## src/rtl/alu_pkg.sv

```systemverilog
// Opcode constants and FSM state encoding shared by the ALU execute unit.
// Defining ALU_MUL_EN adds the iterative MUL state.
package alu_pkg;

  localparam logic [3:0] OP_AND = 4'b0000;
  localparam logic [3:0] OP_OR  = 4'b0001;
  localparam logic [3:0] OP_ADD = 4'b0010;
  localparam logic [3:0] OP_SUB = 4'b0110;
  localparam logic [3:0] OP_SLL = 4'b1111;
  localparam logic [3:0] OP_MUL = 4'b0011;

  typedef enum logic [1:0] {
    IDLE  = 2'd0,
    SHIFT = 2'd1,
`ifdef ALU_MUL_EN
    MUL   = 2'd3,
`endif
    DONE  = 2'd2
  } state_e;

endpackage

```

## src/rtl/alu_core.sv

```systemverilog
// Combinational single-cycle ALU ops plus illegal-opcode detection.
// SLL (and MUL when ALU_MUL_EN is defined) are legal here but produced by the iterative top.
module alu_core
  import alu_pkg::*;
#(
  parameter int WIDTH = 64
) (
  input  logic [3:0]       op,
  input  logic [WIDTH-1:0] a,
  input  logic [WIDTH-1:0] b,
  output logic [WIDTH-1:0] res,
  output logic             illegal
);

  always_comb begin
    res     = '0;
    illegal = 1'b0;
    case (op)
      OP_AND:  res = a & b;
      OP_OR:   res = a | b;
      OP_ADD:  res = a + b;
      OP_SUB:  res = a - b;
      OP_SLL:  res = '0;
`ifdef ALU_MUL_EN
      OP_MUL:  res = '0;
`endif
      default: illegal = 1'b1;
    endcase
  end

endmodule

```

## src/rtl/alu_exec_unit.sv

```systemverilog
// Execute-stage ALU: single-cycle logic/arith ops, 1-bit/cycle SLL, valid/ready on both sides.
// Defining ALU_MUL_EN enables a shift-add MUL on opcode 0011 (otherwise it reports illegal).
module alu_exec_unit
  import alu_pkg::*;
#(
  parameter int WIDTH   = 64,
  parameter int SHAMT_W = 6
) (
  input  logic             clk,
  input  logic             reset,
  input  logic             in_valid,
  output logic             in_ready,
  input  logic [3:0]       Operation,
  input  logic [WIDTH-1:0] a,
  input  logic [WIDTH-1:0] b,
  output logic             out_valid,
  input  logic             out_ready,
  output logic [WIDTH-1:0] result,
  output logic             zero,
  output logic             illegal
);

  localparam int LOG_W = $clog2(WIDTH) + 1;
  localparam int CNT_W = (SHAMT_W + 1 > LOG_W) ? SHAMT_W + 1 : LOG_W;

  state_e             state_q, state_d;
  logic [WIDTH-1:0]   acc_q, acc_d;
  logic [CNT_W-1:0]   cnt_q, cnt_d;
  logic [WIDTH-1:0]   result_q, result_d;
  logic               out_valid_q, out_valid_d;
  logic               zero_q, zero_d;
  logic               illegal_q, illegal_d;
  logic [WIDTH-1:0]   core_res;
  logic               core_ill;
  logic [SHAMT_W-1:0] shamt;
  logic               accept;
  logic               ld;
  logic               ld_ill;
  logic [WIDTH-1:0]   ld_val;
`ifdef ALU_MUL_EN
  logic [WIDTH-1:0]   mcand_q, mcand_d;
  logic [WIDTH-1:0]   mplier_q, mplier_d;
  logic [WIDTH-1:0]   mul_sum;
`endif

  alu_core #(.WIDTH(WIDTH)) u_core (
    .op      (Operation),
    .a       (a),
    .b       (b),
    .res     (core_res),
    .illegal (core_ill)
  );

  assign shamt    = b[SHAMT_W-1:0];
  assign in_ready = (state_q == IDLE) && (!out_valid_q || out_ready);
  assign accept   = in_valid && in_ready;
`ifdef ALU_MUL_EN
  assign mul_sum  = acc_q + (mplier_q[0] ? mcand_q : '0);
`endif

  always_comb begin
    state_d     = state_q;
    acc_d       = acc_q;
    cnt_d       = cnt_q;
    result_d    = result_q;
    zero_d      = zero_q;
    illegal_d   = illegal_q;
    out_valid_d = out_valid_q && !out_ready;
    ld          = 1'b0;
    ld_val      = '0;
    ld_ill      = 1'b0;
`ifdef ALU_MUL_EN
    mcand_d     = mcand_q;
    mplier_d    = mplier_q;
`endif
    case (state_q)
      IDLE: begin
        if (accept) begin
          if (Operation == OP_SLL && shamt != '0) begin
            acc_d   = a;
            cnt_d   = CNT_W'(shamt);
            state_d = SHIFT;
          end else if (Operation == OP_SLL) begin
            ld     = 1'b1;
            ld_val = a;
`ifdef ALU_MUL_EN
          end else if (Operation == OP_MUL) begin
            acc_d    = '0;
            mcand_d  = a;
            mplier_d = b;
            cnt_d    = CNT_W'(WIDTH);
            state_d  = MUL;
`endif
          end else begin
            ld     = 1'b1;
            ld_val = core_res;
            ld_ill = core_ill;
          end
        end
      end
      // The final iteration writes the result directly so latency is shamt+1.
      SHIFT: begin
        acc_d = acc_q << 1;
        cnt_d = cnt_q - CNT_W'(1);
        if (cnt_q == CNT_W'(1)) begin
          ld      = 1'b1;
          ld_val  = acc_q << 1;
          state_d = DONE;
        end
      end
`ifdef ALU_MUL_EN
      MUL: begin
        acc_d    = mul_sum;
        mcand_d  = mcand_q << 1;
        mplier_d = mplier_q >> 1;
        cnt_d    = cnt_q - CNT_W'(1);
        if (cnt_q == CNT_W'(1)) begin
          ld      = 1'b1;
          ld_val  = mul_sum;
          state_d = DONE;
        end
      end
`endif
      // Hold here until the iterative result is taken downstream.
      DONE: begin
        if (out_ready) state_d = IDLE;
      end
      default: state_d = IDLE;
    endcase
    if (ld) begin
      result_d    = ld_val;
      zero_d      = (ld_val == '0);
      illegal_d   = ld_ill;
      out_valid_d = 1'b1;
    end
  end

  always_ff @(posedge clk or negedge reset) begin
    if (!reset) begin
      state_q     <= IDLE;
      out_valid_q <= 1'b0;
      result_q    <= '0;
      zero_q      <= 1'b0;
      illegal_q   <= 1'b0;
    end else begin
      state_q     <= state_d;
      out_valid_q <= out_valid_d;
      result_q    <= result_d;
      zero_q      <= zero_d;
      illegal_q   <= illegal_d;
    end
  end

  always_ff @(posedge clk) begin
    acc_q    <= acc_d;
    cnt_q    <= cnt_d;
`ifdef ALU_MUL_EN
    mcand_q  <= mcand_d;
    mplier_q <= mplier_d;
`endif
  end

  assign out_valid = out_valid_q;
  assign result    = result_q;
  assign zero      = zero_q;
  assign illegal   = illegal_q;

endmodule

```

## config.mk

```make
export PLATFORM = sky130hd
export DESIGN_NAME = alu_exec_unit
export DESIGN_NICKNAME = d
export VERILOG_FILES = /design/src/rtl/alu_pkg.sv /design/src/rtl/alu_core.sv /design/src/rtl/alu_exec_unit.sv
export SDC_FILE = /design/constraint.sdc
export NUM_CORES = 1
export LEC_CHECK = 0
export ABC_AREA = 1
export CAP_MARGIN = 10
export CORE_ASPECT_RATIO = 0.9
export CORE_MARGIN = 8
export CORE_UTILIZATION = 35
export DETAILED_ROUTE_END_ITERATION = 6
export GPL_ROUTABILITY_DRIVEN = 1
export SKIP_CTS_REPAIR_TIMING = 1
export SLEW_MARGIN = 20
export SYNTH_ARGS = -nofsm -noshare
export SYNTH_HDL_FRONTEND = slang
export SYNTH_SLANG_ARGS = --single-unit
export TNS_END_PERCENT = 50
```

## constraint.sdc

```tcl
create_clock -name clk -period 6.4 [get_ports clk]
set_input_delay 1.28 -clock clk [delete_from_list [all_inputs] [get_ports clk]]
set_output_delay 1.28 -clock clk [all_outputs]
set_load 0.1 [all_outputs]
```

; ---- Word level (Yosys, flattened, before mapping)
; Cells that the tools add are included.
[word_totals]
reg_bits = 139
[op_classes]
addsub = 3
mux = 27
reduce_logical = 15
bitwise = 2
n_eq_ne = 11
[op_table]
columns = op, count
row1 = 64-bit 2-to-1 mux, 4
row2 = 64-bit case mux with 4 select lines, 1
row3 = 64-bit case mux with 2 select lines, 1
row4 = 63-bit 2-to-1 mux, 2
row5 = 63-bit case mux with 2 select lines, 1
row6 = 64-bit adder, 1
row7 = 64-bit AND, 1
row8 = 64-bit zero test, 1
row9 = 64-bit bitwise OR, 1
row10 = 64-bit subtractor, 1
row11 = 7-bit 2-to-1 mux, 2
row12 = 7-bit case mux with 2 select lines, 1
row13 = 1-bit 2-to-1 mux, 9
row14 = 2-bit 2-to-1 mux, 4
row15 = 7-bit by 1-bit equality test with 1-bit output (second input constant), 1
row16 = 7-bit by 1-bit subtractor with 7-bit output (second input constant), 1
row17 = 2-bit inequality test (second input constant), 3
row18 = 2-bit case mux with 3 select lines, 1
row19 = 6-bit nonzero test, 1
row20 = 4-bit by 1-bit equality test with 1-bit output (second input constant), 1
row21 = 4-bit by 2-bit equality test with 1-bit output (second input constant), 1
row22 = 4-bit by 3-bit equality test with 1-bit output (second input constant), 1
row23 = 4-bit equality test (second input constant), 1
row24 = 1-bit logical AND, 4
row25 = 12 further kinds, 13

; ---- Longest topological paths before layout
[logic_depth]
word_depth = 7
mapped_depth = 38

; ---- Modules after synthesis
; A second synthesis with hierarchy kept.
[unflattened]
cells_unflattened = 3035
area_unflattened_um2 = 16869.9
[by_module_without_submodules]
columns = module, cells_each, seq_area_each_um2, n_inst, area_each_um2
row1 = alu_core, 2007, 0.0, 1, 9330.2
row2 = alu_exec_unit, 1028, 3828.7, 1, 7539.7

; ---- Worst setup path before layout
; No wires, ideal clock.
[synth_path]
path_type = input-to-reg
from = input port out_ready
to = register acc_q[0] (enable)
required_ps = 5879
arrival_ps = 5830
stages = 6
path_slack_ps = 49
path_buffers = 0
cell_sequence = nor2_1 nor2_2 nand2_1 inv_2 nand2_1 a21oi_1
[synth_via]
elab_chain_cells = 5
[synth_rtl]
columns = item, line_no
row1 = start: declaration, alu_exec_unit.sv:17  ; input logic out_ready,
row2 = 1-bit logical OR, alu_exec_unit.sv:55  ; assign in_ready = (state_q == IDLE) && (!out_valid_q || out_ready);
row3 = 1-bit logical AND, alu_exec_unit.sv:55
row4 = via in_ready, alu_exec_unit.sv:12  ; output logic in_ready,
row5 = 1-bit logical AND, alu_exec_unit.sv:56  ; assign accept = in_valid && in_ready;
row6 = 2-bit inequality test (no source line), --
row7 = 3-bit AND reduction (no source line), --
row8 = end signal: assignment, alu_exec_unit.sv:155  ; acc_q <= acc_d;
row9 = end: declaration, alu_exec_unit.sv:27  ; logic [WIDTH-1:0] acc_q, acc_d;
; The timed path passes the listed nets, and every way through them passes these cells.
; A chain may end at the register's enable or synchronous reset.

; ---- Worst setup path in the final report
[layout_path]
from = input port b[0]
to = register zero_q, in the netlist zero
[layout_via]
elab_chain_cells = 7
word_cells_on_any_way = 15
classes_between = add/sub (2) / mux (8) / bitwise (2) / reduce/logical (3)
[layout_rtl]
columns = item, line_no
row1 = start: declaration, alu_exec_unit.sv:15  ; input logic [WIDTH-1:0] b,
row2 = "64-bit subtractor, or another cell as far along", alu_core.sv:22  ; OP_SUB: res = a - b;
row3 = 64-bit case mux with 4 select lines, alu_core.sv:18  ; case (op)
row4 = 64-bit 2-to-1 mux, alu_exec_unit.sv:83  ; end else if (Operation == OP_SLL) begin
row5 = 64-bit 2-to-1 mux, alu_exec_unit.sv:79  ; if (Operation == OP_SLL && shamt != '0) begin
row6 = 64-bit 2-to-1 mux, alu_exec_unit.sv:78  ; if (accept) begin
row7 = 64-bit case mux with 2 select lines, alu_exec_unit.sv:76  ; case (state_q)
row8 = 64-bit zero test, alu_exec_unit.sv:132  ; zero_d = (ld_val == '0);
row9 = end signal: assignment, alu_exec_unit.sv:149  ; zero_q <= zero_d;
row10 = end: declaration, alu_exec_unit.sv:31  ; logic zero_q, zero_d;
; Several ways; a longest one is shown, not always the timed one.

==> flow_metrics.py <==
metrics = {
    "sta": {
        "period_minus_slack_ns": 6.04,
        "worst_slew_pin_slew_ns": 1.03,
        "clock_skew_ns": 0.00887,
        "holdWs_ns": 0.478,
        "timing.final.ws_setup_ns": 0.355,
        "slew_violations": 0,
        "max_slew_margin_pct": 30.8,
        "fmax_mhz": 165,
        "hold_violations": 0,
        "setup_violations": 0,
        "finalCritPeriodShare_pct": 94.5,
    },
    "global_route": {
        "antenna_found_initial": 0,
        "gr-usage-all-layers_pct": 30.6,
        "grt_pass1_vias": 18000,
        "grt_start_max_net_pins": 116,
        "overflow": 0,
        "grt_pass1_wl_mm": 118,
    },
    "clocking": {
        "clkSinkCount": 139,
        "root_buffer": "clkbuf_16",
        "htreeDepth": 4,
        "cts_tree": "yes",
        "cts_buffer_depth": 2,
        "insertion_delay_ns": 0.42,
        "cts_buffers": 17,
        "clkTransAtPathRegs_ns": 0.06,
    },
    "synthesis": {
        "syn-num-nets": 2833,
        "synth_cells": 2628,
        "syn-cell-area_um2": 15500,
        "async_flop_share_pct": 49.6,
        "ys_warn_count": 0,
        "synthFlopType": "edfxtp_1",
        "synth-seq-cells": 139,
        "synth.distinct_cells": 60,
        "syn_avg_cell_area_um2": 5.91,
        "synth-edff-count": 70,
        "ys_seq_area_share_pct": 24.6,
    },
    "hold_path": {
        "min_to": "result[42]",
        "min_path_type": "flop to flop",
        "min_from": "result[42]",
        "hold_path_depth": 2,
    },
    "critical_path": {
        "cp-end-kind": "flop",
        "worstSetupStartpointType": "input pin",
        "crit_slowest_cell": "clkdlybuf4s50_1",
        "worstRegToRegCells": 17,
        "r2r-start": "state_q[1]",
        "cpMostUsedCell": "nand2_1",
        "max_stage_delay_ns": 0.43,
        "reg2reg_slack_ns": 2.85,
        "worst_ep_required_time_ns": 6.76,
        "rr_endpoint": "zero",
        "cp.arrival_ns": 6.40,
        "path_class": "input pin to flop",
        "worst-path-max-fanout": 5,
    },
    "routing": {
        "drt_first_pass_iters": 5,
        "viasPerCell": 5.38,
        "vias": 19300,
        "wirelength_mm": 81.6,
        "drc": 0,
        "drt_iter0_drc": 2552,
        "ant_nets": 0,
        "wl_per_cell_um": 22.7,
    },
    "cells_and_area": {
        "multi_input_area_um2": 10100,
        "final_cell_mix": "869 x nand2_1, 369 x inv_1, 261 x nor2_1",
        "utilization_pct": 46.0,
        "layout_commonest_cell": "nand2_1",
        "fill_cells": 4740,
        "register_area_um2": 3830,
        "nets": 3184,
        "drive_above_1_share_pct": 10.5,
        "antenna_cells": 0,
        "syn2layout_area_growth_pct": 30.4,
    },
    "status": {
        "outcome": "finished, final reports clean",
    },
    "power_and_ir_drop": {
        "p_per_area_nw_per_um2": 284,
        "p_comb_share_pct": 55.5,
        "ir_worst_vdd_mv": 0.279,
        "p_sw_share_pct": 50.8,
        "p_clk_share_pct": 16.8,
        "seq_power_share_pct": 27.7,
        "finalPower_w": 0.00574,
        "intPower_w": 0.00283,
        "p_sw_w": 0.00292,
        "power.leakage_nw": 10.4,
    },
    "place": {
        "dp_hpwl_mm": 67.7,
        "dp_slack_ns": -0.156,
        "globalplace.congestion": 1.05,
        "port-buffer-count": 203,
    },
    "job": {
        "cap_violations": 0,
    },
    "floorplan": {
        "die_w_um": 238,
        "die-area_um2": 51400,
        "die_h_um": 216,
        "pin_count": 204,
        "fp-row-count": 73,
        "initial_core_util_pct": 35.3,
        "core_um2": 44000,
    },
}
==> through the flow <==
step,std cells,TNS [ns],instance area [um^2]
finish,3592,0,20200
floorplan,2628,0,15500
CTS,3591,0,20100
global route,3592,-0.0711,20200
global placement,3559,-0.151,19500
detailed placement,3559,-0.156,19500
==> power groups by stage <==
stage / clock network, W / logic (W) / registers (W)
2_1_floorplan: 0 / 0.00120 / 0.00246
3_3_place_gp: 0 / 0.00312 / 0.00159
3_5_place_dp: 0 / 0.00313 / 0.00160
4_1_cts: 0.000977 / 0.00314 / 0.00159
5_1_grt: 0.00101 / 0.00340 / 0.00163
6_report: 0.000966 / 0.00319 / 0.00159
==> synthesized netlist by cell type (10+ instances only) <==
master,n,share of area (%)
nand3_1,249,8.0
buf_2,18,0.58
nor2_1,271,6.5
ha_1,68,5.5
o21bai_1,10,0.48
a31oi_1,24,0.97
nor3_1,25,0.81
clkbuf_1,42,1.0
o21ai_0,133,4.3
nand4_1,21,0.85
edfxtp_1,70,14
inv_1,370,8.9
xor2_1,56,3.2
dfrtp_1,69,11
a21oi_1,177,5.7
nand3b_1,22,1.1
nand2_1,872,21
xnor2_1,10,0.56
nor4_1,13,0.52
==> routing by layer <==
layer  wire (um)  GRT usage, %  vias up
li1            -             -     9188
met5           0             0        -
met2       32200          43.0     1037
met1       37900          46.0     9022
met3        9710          7.77       88
met4        1790          7.00        0
==> critical path: cells and delay by family <==
kind	cells	cell delay (ns)
simple gates	26	3.21
fa+ha+maj	2	0.56
buf+inv	8	1.20
xor+xnor	1	0.14
==> layout make-up <==
type                            count  share of cell area, %
Inverter                          380                   7.06
Multi-Input combinational cell   2035                   49.9
Timing Repair Buffer              406                   17.5
Tap cell                          600                   3.71
Clock buffer                       23                   2.63
Sequential cell                   139                   18.9
Clock inverter                      9                  0.260
==> flip-flops by register name, indices dropped and copies added, names as in the netlist <==
| register | count |
|---|---|
| acc_q | 63 |
| cnt_q | 7 |
| illegal | 1 |
| out_valid | 1 |
| result | 64 |
| state_q | 2 |
| zero | 1 |
==> how the worst max path moves through the flow <==
| stage | startpoint | to | slack (ns) | cells after the start |
|---|---|---|---|---|
| after CTS | b[0] | zero | 0.26 | 36 |
| after global placement | b[0] | zero | -0.15 | 36 |
| after floorplan | out_ready | acc_q[0] | 0.05 | 6 |
| final | b[0] | zero | 0.36 | 37 |
| after detailed placement | b[0] | zero | -0.16 | 36 |
| after global routing | b[0] | zero | -0.07 | 37 |
==> logic make-up (layout without fill, tap and decap cells) <==
family / after synthesis / count (layout) / share of synthesized area, %
fa+ha+maj: 71 / 71 / 5.74
xor+xnor: 66 / 66 / 3.72
flops: 139 / 139 / 24.6
simple gates: 1507 / 1507 / 40.6
buf+inv: 454 / 818 / 11.3
compound gates: 391 / 391 / 14.0
Power figures use the tool's default switching activity.
